<file path="src/rtl/accu_sequencer_pkg.sv">
// Shared definitions for the accumulator sequencer: FSM state encoding,
// opcode values, ALU select codes and small decode helpers.
package accu_sequencer_pkg;

  typedef enum logic [2:0] {
    ST_IDLE   = 3'd0,
    ST_FETCH  = 3'd1,
    ST_EXEC   = 3'd2,
    ST_ADDR   = 3'd3,
    ST_HALTED = 3'd4
  } state_t;

  localparam logic [3:0] OP_NOP   = 4'h0;
  localparam logic [3:0] OP_LIT   = 4'h1;
  localparam logic [3:0] OP_ADDI  = 4'h2;
  localparam logic [3:0] OP_CMPI  = 4'h3;
  localparam logic [3:0] OP_NANDI = 4'h4;
  localparam logic [3:0] OP_OUT   = 4'h5;
  localparam logic [3:0] OP_JMP   = 4'h6;
  localparam logic [3:0] OP_JC    = 4'h7;
  localparam logic [3:0] OP_JZ    = 4'h8;
  localparam logic [3:0] OP_JNC   = 4'h9;
  localparam logic [3:0] OP_JNZ   = 4'hA;
  localparam logic [3:0] OP_HALT  = 4'hF;

  localparam logic [2:0] ALU_PASS_A = 3'b000;
  localparam logic [2:0] ALU_CMP    = 3'b001;
  localparam logic [2:0] ALU_PASS_B = 3'b010;
  localparam logic [2:0] ALU_ADD    = 3'b011;
  localparam logic [2:0] ALU_NAND   = 3'b100;

  // Opcodes that carry an immediate operand and produce ALU flags.
  function automatic logic uses_imm(input logic [3:0] op);
    return (op == OP_LIT) || (op == OP_ADDI) || (op == OP_CMPI) || (op == OP_NANDI);
  endfunction

  // Branch condition evaluated against the flags held while in ADDR.
  function automatic logic jump_taken(input logic [3:0] op, input logic fc, input logic fz);
    logic t;
    case (op)
      OP_JMP:  t = 1'b1;
      OP_JC:   t = fc;
      OP_JZ:   t = fz;
      OP_JNC:  t = ~fc;
      OP_JNZ:  t = ~fz;
      default: t = 1'b0;
    endcase
    return t;
  endfunction

endpackage

</file>
<file path="src/rtl/accu_decode.sv">
// Combinational opcode-to-control decode for the accumulator sequencer.
// Ports:
//   opcode  in  4  IR[7:4]
//   exec    in  1  sequencer is in EXEC; all outputs are idle otherwise
//   s       out 3  ALU select
//   en_b1   out 1  operand-buffer enable
//   en_b2   out 1  output-buffer enable
//   en_accu out 1  accumulator write enable
//   is_jump out 1  opcode is one of JMP/JC/JZ/JNC/JNZ
//   is_halt out 1  opcode is HALT
module accu_decode
  import accu_sequencer_pkg::*;
(
  input  logic [3:0] opcode,
  input  logic       exec,
  output logic [2:0] s,
  output logic       en_b1,
  output logic       en_b2,
  output logic       en_accu,
  output logic       is_jump,
  output logic       is_halt
);

  always_comb begin
    s       = ALU_PASS_A;
    en_b1   = 1'b0;
    en_b2   = 1'b0;
    en_accu = 1'b0;
    is_jump = 1'b0;
    is_halt = 1'b0;
    if (exec) begin
      case (opcode)
        OP_LIT:   begin s = ALU_PASS_B; en_b1 = 1'b1; en_accu = 1'b1; end
        OP_ADDI:  begin s = ALU_ADD;    en_b1 = 1'b1; en_accu = 1'b1; end
        // Compare only updates flags; the accumulator keeps its value.
        OP_CMPI:  begin s = ALU_CMP;    en_b1 = 1'b1; end
        OP_NANDI: begin s = ALU_NAND;   en_b1 = 1'b1; en_accu = 1'b1; end
        OP_OUT:   begin s = ALU_PASS_A; en_b2 = 1'b1; end
        OP_JMP, OP_JC, OP_JZ, OP_JNC, OP_JNZ: is_jump = 1'b1;
        OP_HALT:  is_halt = 1'b1;
        default:  ; // NOP and unused opcodes 0xB-0xE
      endcase
    end
  end

endmodule

</file>
<file path="src/rtl/accu_sequencer.sv">
// Control sequencer for a 4-bit accumulator datapath. Fetches one byte per
// instruction from a combinational ROM, decodes it into ALU/buffer controls,
// latches ALU flags and handles conditional jumps with a one-byte target.
// Ports:
//   clk      in  1     clock, rising edge
//   reset    in  1     asynchronous active-high reset
//   run      in  1     start request, honoured only in IDLE
//   instr    in  8     ROM byte at address pc
//   carry    in  1     ALU carry/borrow
//   zero     in  1     ALU zero
//   pc       out PC_W  program address
//   oprnd    out 4     immediate to the B-side buffer
//   enB1     out 1     operand-buffer enable
//   enB2     out 1     output-buffer enable
//   en_accu  out 1     accumulator write enable
//   S        out 3     ALU select
//   flag_c   out 1     latched carry
//   flag_z   out 1     latched zero
//   halted   out 1     HALT executed; only reset leaves this state
module accu_sequencer
  import accu_sequencer_pkg::*;
#(
  parameter int PC_W = 8
) (
  input  logic            clk,
  input  logic            reset,
  input  logic            run,
  input  logic [7:0]      instr,
  input  logic            carry,
  input  logic            zero,
  output logic [PC_W-1:0] pc,
  output logic [3:0]      oprnd,
  output logic            enB1,
  output logic            enB2,
  output logic            en_accu,
  output logic [2:0]      S,
  output logic            flag_c,
  output logic            flag_z,
  output logic            halted
);

  state_t          state;
  logic [7:0]      ir;
  logic            in_exec;
  logic            is_jump;
  logic            is_halt;
  logic [PC_W-1:0] pc_inc;
  logic [PC_W-1:0] target;

  // Controls decode from registered state and IR only, so an asynchronous
  // reset (state -> IDLE) drops every enable without waiting for a clock.
  assign in_exec = (state == ST_EXEC);
  assign pc_inc  = pc + PC_W'(1);
  assign target  = PC_W'(instr);
  assign oprnd   = (in_exec && uses_imm(ir[7:4])) ? ir[3:0] : 4'h0;

  accu_decode u_decode (
    .opcode  (ir[7:4]),
    .exec    (in_exec),
    .s       (S),
    .en_b1   (enB1),
    .en_b2   (enB2),
    .en_accu (en_accu),
    .is_jump (is_jump),
    .is_halt (is_halt)
  );

  always_ff @(posedge clk or posedge reset) begin
    if (reset) begin
      state  <= ST_IDLE;
      pc     <= '0;
      ir     <= '0;
      flag_c <= 1'b0;
      flag_z <= 1'b0;
      halted <= 1'b0;
    end else begin
      case (state)
        ST_IDLE: begin
          if (run) state <= ST_FETCH;
        end
        ST_FETCH: begin
          ir    <= instr;
          pc    <= pc_inc;
          state <= ST_EXEC;
        end
        ST_EXEC: begin
          if (uses_imm(ir[7:4])) begin
            flag_c <= carry;
            flag_z <= zero;
          end
          if (is_halt) begin
            state  <= ST_HALTED;
            halted <= 1'b1;
          end else if (is_jump) begin
            state <= ST_ADDR;
          end else begin
            state <= ST_FETCH;
          end
        end
        ST_ADDR: begin
          // pc points at the target byte; a skipped jump steps over it.
          pc    <= jump_taken(ir[7:4], flag_c, flag_z) ? target : pc_inc;
          state <= ST_FETCH;
        end
        ST_HALTED: state <= ST_HALTED;
        default:   state <= ST_IDLE;
      endcase
    end
  end

endmodule

</file>
<file path="config.mk">
export PLATFORM = sky130hd
export DESIGN_NAME = accu_sequencer
export DESIGN_NICKNAME = d
export VERILOG_FILES = /design/src/rtl/accu_sequencer_pkg.sv /design/src/rtl/accu_decode.sv /design/src/rtl/accu_sequencer.sv
export SDC_FILE = /design/constraint.sdc
export NUM_CORES = 1
export LEC_CHECK = 0
export ABC_AREA = 1
export CORE_ASPECT_RATIO = 1.1
export CORE_MARGIN = 2
export CORE_UTILIZATION = 36
export CTS_CLUSTER_DIAMETER = 120
export DETAILED_ROUTE_END_ITERATION = 8
export GPL_ROUTABILITY_DRIVEN = 0
export PLACE_DENSITY = 0.68
export SKIP_LAST_GASP = 1
export SLEW_MARGIN = 10
export SYNTH_ARGS = -nofsm -noshare
export SYNTH_HDL_FRONTEND = slang
export SYNTH_SLANG_ARGS = --single-unit
</file>
<file path="constraint.sdc">
create_clock -name clk -period 3.2 [get_ports clk]
set_input_delay 0.8 -clock clk [delete_from_list [all_inputs] [get_ports clk]]
set_output_delay 0.8 -clock clk [all_outputs]
set_load 0.1 [all_outputs]
</file>
==> results of run 1 <==
[logic make-up after synthesis]
kind of cell / after synthesis
adders and majority gates: 1
buffers and inverters: 36
and+or+nand+nor: 94
AOI/OAI and AO/OA: 16
xor gates and xnor gates: 6
DFF: 22
[critical path: cells and delay by family (launching register included)]
family / cells / cell delay [ps]
AOI/OAI and AO/OA: 1 / 80
DFF: 1 / 470
and+or+nand+nor: 3 / 560
buffers and inverters: 2 / 430
[path summary, 6_finish.rpt]
check / start / end / slack (ps)
hold / removal: halted / halted / 490
setup reg to reg: state[1] / flag_z / 1770
max in group asynchronous: reset / ir[3] / 1720
min in group asynchronous: reset / pc[6] / 950
hold reg to reg: halted / halted / 490
setup / recovery: state[2] / oprnd[0] / 550
[per-stage QoR]
step           utilization [%]  cell area [um2]
3_5_place_dp             48.17             1644
6_report                 49.23             1680
2_1_floorplan                -             1311
3_3_place_gp             48.17             1644
4_1_cts                  49.23             1680
5_1_grt                  49.23             1680
[metal layers]
layer	routed length [um]	part of all wire, %	global-route usage, %	vias up
li1	-	-	-	617
met1	1329	47	20.10	559
met2	1324	47	24.20	28
met3	157	5.6	4.215	2
met4	15	0.53	3.723	0
met5	0	0	0	-
[state kept, by name, summed over array words and instances (netlist names)]
signal and count:
ir 8, flag_z 1, halted 1, state 3, pc 8, flag_c 1
[placed cells by master, fill, tap and decap left out, types with 3 or more instances in the layout]
| master | synthesis | final |
|---|---|---|
| clkbuf_4 | 0 | 3 |
| dfrtp_1 | 22 | 22 |
| inv_1 | 26 | 26 |
| buf_4 | 0 | 21 |
| o21ai_0 | 8 | 8 |
| nand2_1 | 47 | 47 |
| clkdlybuf4s50_1 | 0 | 12 |
| nand3_1 | 24 | 24 |
| inv_2 | 7 | 7 |
| xor2_1 | 5 | 5 |
| nor2_1 | 11 | 11 |
| nor3_1 | 4 | 3 |
[area by class of cell]
class | instances | area (um2)
timing repair buffer | 33 | 277.8
sequential | 22 | 550.5
fill | 380 | 1733
tap | 48 | 60.06
clock buffer | 4 | 36.28
multi-input combinational | 117 | 619.3
inverter | 35 | 136.4
==> flow_metrics.tcl, run 1 <==
set metrics [dict create \
    status "complete, no violations" \
    die-area_um2 4127 \
    fin_crit_ps 2652 \
    ys_ff_latch 22 \
    finalCritPeriodShare_pct 82.89 \
    synthAdderAreaFrac_pct 0.9579 \
    grt_antenna_before_repair 0 \
    vias 1206 \
    fin_ws_ps 547.6 \
    syn_area_per_cell_um2 7.464 \
    ys_async_sr_fraction_pct 100.0 \
    netlist_top_cells_area "dfrtp_1, nand2_1, nand3_1, inv_1, xor2_1" \
    fin_nets 226 \
    io_pins 34 \
    synth_edf_count 0 \
    rr_worst_depth 8 \
    max_stage_delay_ps 470 \
    maxCapViolations 0 \
    synth_top_family_by_area "simple AND/OR/NAND/NOR gates" \
    diodes 0 \
    overflow 0 \
    die_w_um 61.44 \
    ys_warn_count 0 \
    die_y_um 67.18 \
    cp.arrival_ps 1850 \
    crit_chain "nor3_2 > inv_2 > nor2_4 > a21oi_2 > nor2_1 > buf_4" \
    numPlacedInstances 255 \
    grt_pass1_wl_um 4705 \
    synth_top_flop_cell "dfrtp_1" \
    dp_hpwl_um 2141 \
    synth_seq_area_share_pct 42.15 \
    first_pass_iters 4 \
    yosysMostFrequentCell "nand2_1" \
    clk_path_buf_depth 2 \
    netlist_top_cells_count "nand2_1, inv_1, nand3_1" \
    rsz0062_at_grt "no" \
    hp-class "register to register" \
    port_buffers 33 \
    drv_slew 0 \
    clkTransAtPathRegs_ps 120 \
    synth.net_count 189 \
    viasPerCell 4.656 \
    post_cts_buffers 0 \
    skew_ps 2.076 \
    dp_slack_ps 905.6 \
    mappedNetlistArea_um2 1306 \
    worstMarginPinSlew_ps 855.2 \
    grt_max_degree 23 \
    synth.mux.area_fraction_pct 0 \
    core_area_um2 3413 \
    postSynthCellCount 175 \
    path_class "register to output pin" \
    crit_fanout 6 \
    cts_buffers 3 \
    slowest_stage "dfrtp_1" \
    whs_ps 489.2 \
    area_delta_synth_final_pct 28.64 \
    synth_area_leader_cell "dfrtp_1" \
    stdcell_count 259 \
    hold_buffers 0 \
    cts_resized 0 \
    drc 0 \
    initial_utilization_pct 38.27 \
    drive_gt1_share_pct 21.80 \
    setup_violations 0 \
    cts.sinks 22 \
    worst_setup_path_end_kind "output pin" \
    hold_path_depth 2 \
    clock.fmax_mhz 377.0 \
    yosys.area_share.simple_pct 34.58 \
    required_ps 2400 \
    relSlewSlack_pct 42.92 \
    cts_root_buffer "clkbuf_4" \
    grtUsageTotal_pct 15.08 \
    drt-total-wl_um 2827 \
    finalSetupTns_ps 0 \
    ant_nets 0 \
    grt_pass1_vias 1095 \
    hold_violations 0 \
    drt_iter0_drc 57 \
    synth_cell_types 26 \
    synth_compound_area_share_pct 7.471 \
    crit_path_start_kind "register" \
    cts_max_level 1 \
    cts_tree "built" \
    route.detailed.wl_per_inst_um 10.92 \
    insertion_delay_ps 310 \
    synth_top_area_share_pct 42.15 \
    synth-xor-area-share_pct 4.023 \
    rows 22 \
]
Power of run 1 is left out: the tool's default activity adds up to more than one toggle a clock period on the data nets, which glitch-free logic cannot reach.
==> run 2: changes to the inputs <==
==> constraint.sdc (replaced) <==
create_clock -name clk -period 2.7 [get_ports clk]
set_input_delay 0.675 -clock clk [delete_from_list [all_inputs] [get_ports clk]]
set_output_delay 0.675 -clock clk [all_outputs]
set_load 0.1 [all_outputs]
==> run 2 against run 1 <==
Register-to-register slack worse by 520 ps. Sequential cell count did not move. Sequential share of layout area decreased by 2.5 points. Critical endpoint unchanged. Highest routed layer unchanged.
==> flow_metrics.tcl, run 2 (synthesized netlist as in run 1, its figures left out) <==
set metrics [dict create \
    status "complete, no violations" \
    cts_buffers 3 \
    route.detailed.wl_per_inst_um 11.14 \
    drt_iter0_drc 34 \
    ff2ff_setup_slack_ps 1250 \
    die_w_um 61.44 \
    most-common-layout-cells "nand2_1, inv_1, nand3_1, dfrtp_1" \
    rows 22 \
    grt_max_degree 23 \
    dpl_cell_area_um2 1777 \
    grtUsageTotal_pct 15.30 \
    maxCapViolations 0 \
    die_y_um 67.18 \
    worstMarginPinSlew_ps 346.7 \
    drive_gt1_share_pct 22.17 \
    crit_path_start_kind "register" \
    fin_nets 227 \
    fin_crit_ps 2543 \
    worstReg2RegEnd "pc[5]" \
    crit_fanout 6 \
    clk_path_buf_depth 2 \
    cp.arrival_ps 1870 \
    io_pins 34 \
    port_buffers 33 \
    hp-class "register to register" \
    hold_buffers 0 \
    drc 0 \
    cts.sinks 22 \
    fin_ws_ps 157.4 \
    worst_setup_path_end_kind "output pin" \
    area_delta_synth_final_pct 39.27 \
    cts_max_level 1 \
    dp_slack_ps 459.5 \
    overflow 0 \
    cts_tree "built" \
    core_area_um2 3413 \
    ant_nets 0 \
    skew_ps 1.444 \
    setup_violations 0 \
    hold_path_depth 2 \
    cts_root_buffer "clkbuf_4" \
    grt_antenna_before_repair 0 \
    min-delay-start "halted" \
    drt-total-wl_um 2896 \
    rr_worst_depth 7 \
    clock.fmax_mhz 393.3 \
    r2r-start "state[2]" \
    initial_utilization_pct 38.27 \
    design_area_um2 1819 \
    grt_pass1_wl_um 4698 \
    insertion_delay_ps 310 \
    finalCritPeriodShare_pct 94.17 \
    clkTransAtPathRegs_ps 130 \
    viasPerCell 4.658 \
    layout_commonest_cell "nand2_1" \
    die-area_um2 4127 \
    path_class "register to output pin" \
    first_pass_iters 4 \
    vias 1211 \
    grt_pass1_vias 1092 \
    rsz0062_at_grt "no" \
    drv_slew 0 \
    required_ps 2030 \
    relSlewSlack_pct 76.89 \
    diodes 0 \
    post_cts_buffers 0 \
    hold_violations 0 \
    holdPathEnd "halted" \
    dp_hpwl_um 2212 \
    top_regs "ir (8), pc (8), state (3)" \
]
## run 2: changes by cell type in the layout (fill, tap and decap cells not counted)
cell    previous run  this run
buf_12             0        10
buf_4             21        12
nor3_2             2         1
nor3_4             0         1
## run 2: metal layers
layer  vias up  wire [um]  global-route usage, %
li1        622          -                      -
met1       562       1277                  19.38
met2        25       1477                  25.40
met3         2        125                  4.215
met4         0         16                  4.255
met5         -          0                      0
## run 2: critical path: stages, from the launching register on
cell and delay [ps]:
dfrtp_1 490, nor3_4 290, inv_2 120, nor2_4 130, a21oi_2 90, nor2_1 230, buf_12 210
## run 2: layout make-up
type                       instances  area (um2)
fill                             355        1594
multi-input combinational        117       625.6
sequential                        22       550.5
timing repair buffer              34       410.4
inverter                          35       136.4
tap                               48       60.06
clock buffer                       4       36.28
## run 2: worst max path at each step
stage                     startpoint        to  slack (ps)
final                       state[2]  oprnd[0]         160
after global routing        state[2]  oprnd[0]          20
after CTS                   state[2]  oprnd[0]          80
after detailed placement    state[2]  oprnd[0]         460
after global placement      state[2]  oprnd[0]         510
after floorplan             state[2]  oprnd[0]        -720
## run 2: timing repair
| item | in CTS | in global routing |
|---|---|---|
| resized for setup | 0 | 1 |
| endpoints found under the setup margin | 0 | 4 |
| hold endpoints to repair | 0 | 0 |
## run 2: per-stage QoR
step,util [%],instances,TNS [ps],hold WS [ps]
4_1_cts,53.12,260,0,489.4
5_1_grt,53.30,260,0,531.0
3_3_place_gp,52.05,256,0,453.2
6_report,53.30,260,0,479.6
3_5_place_dp,52.05,256,0,457.8
2_1_floorplan,-,175,-3257,453.0
Power of run 2 is left out for the same reason.
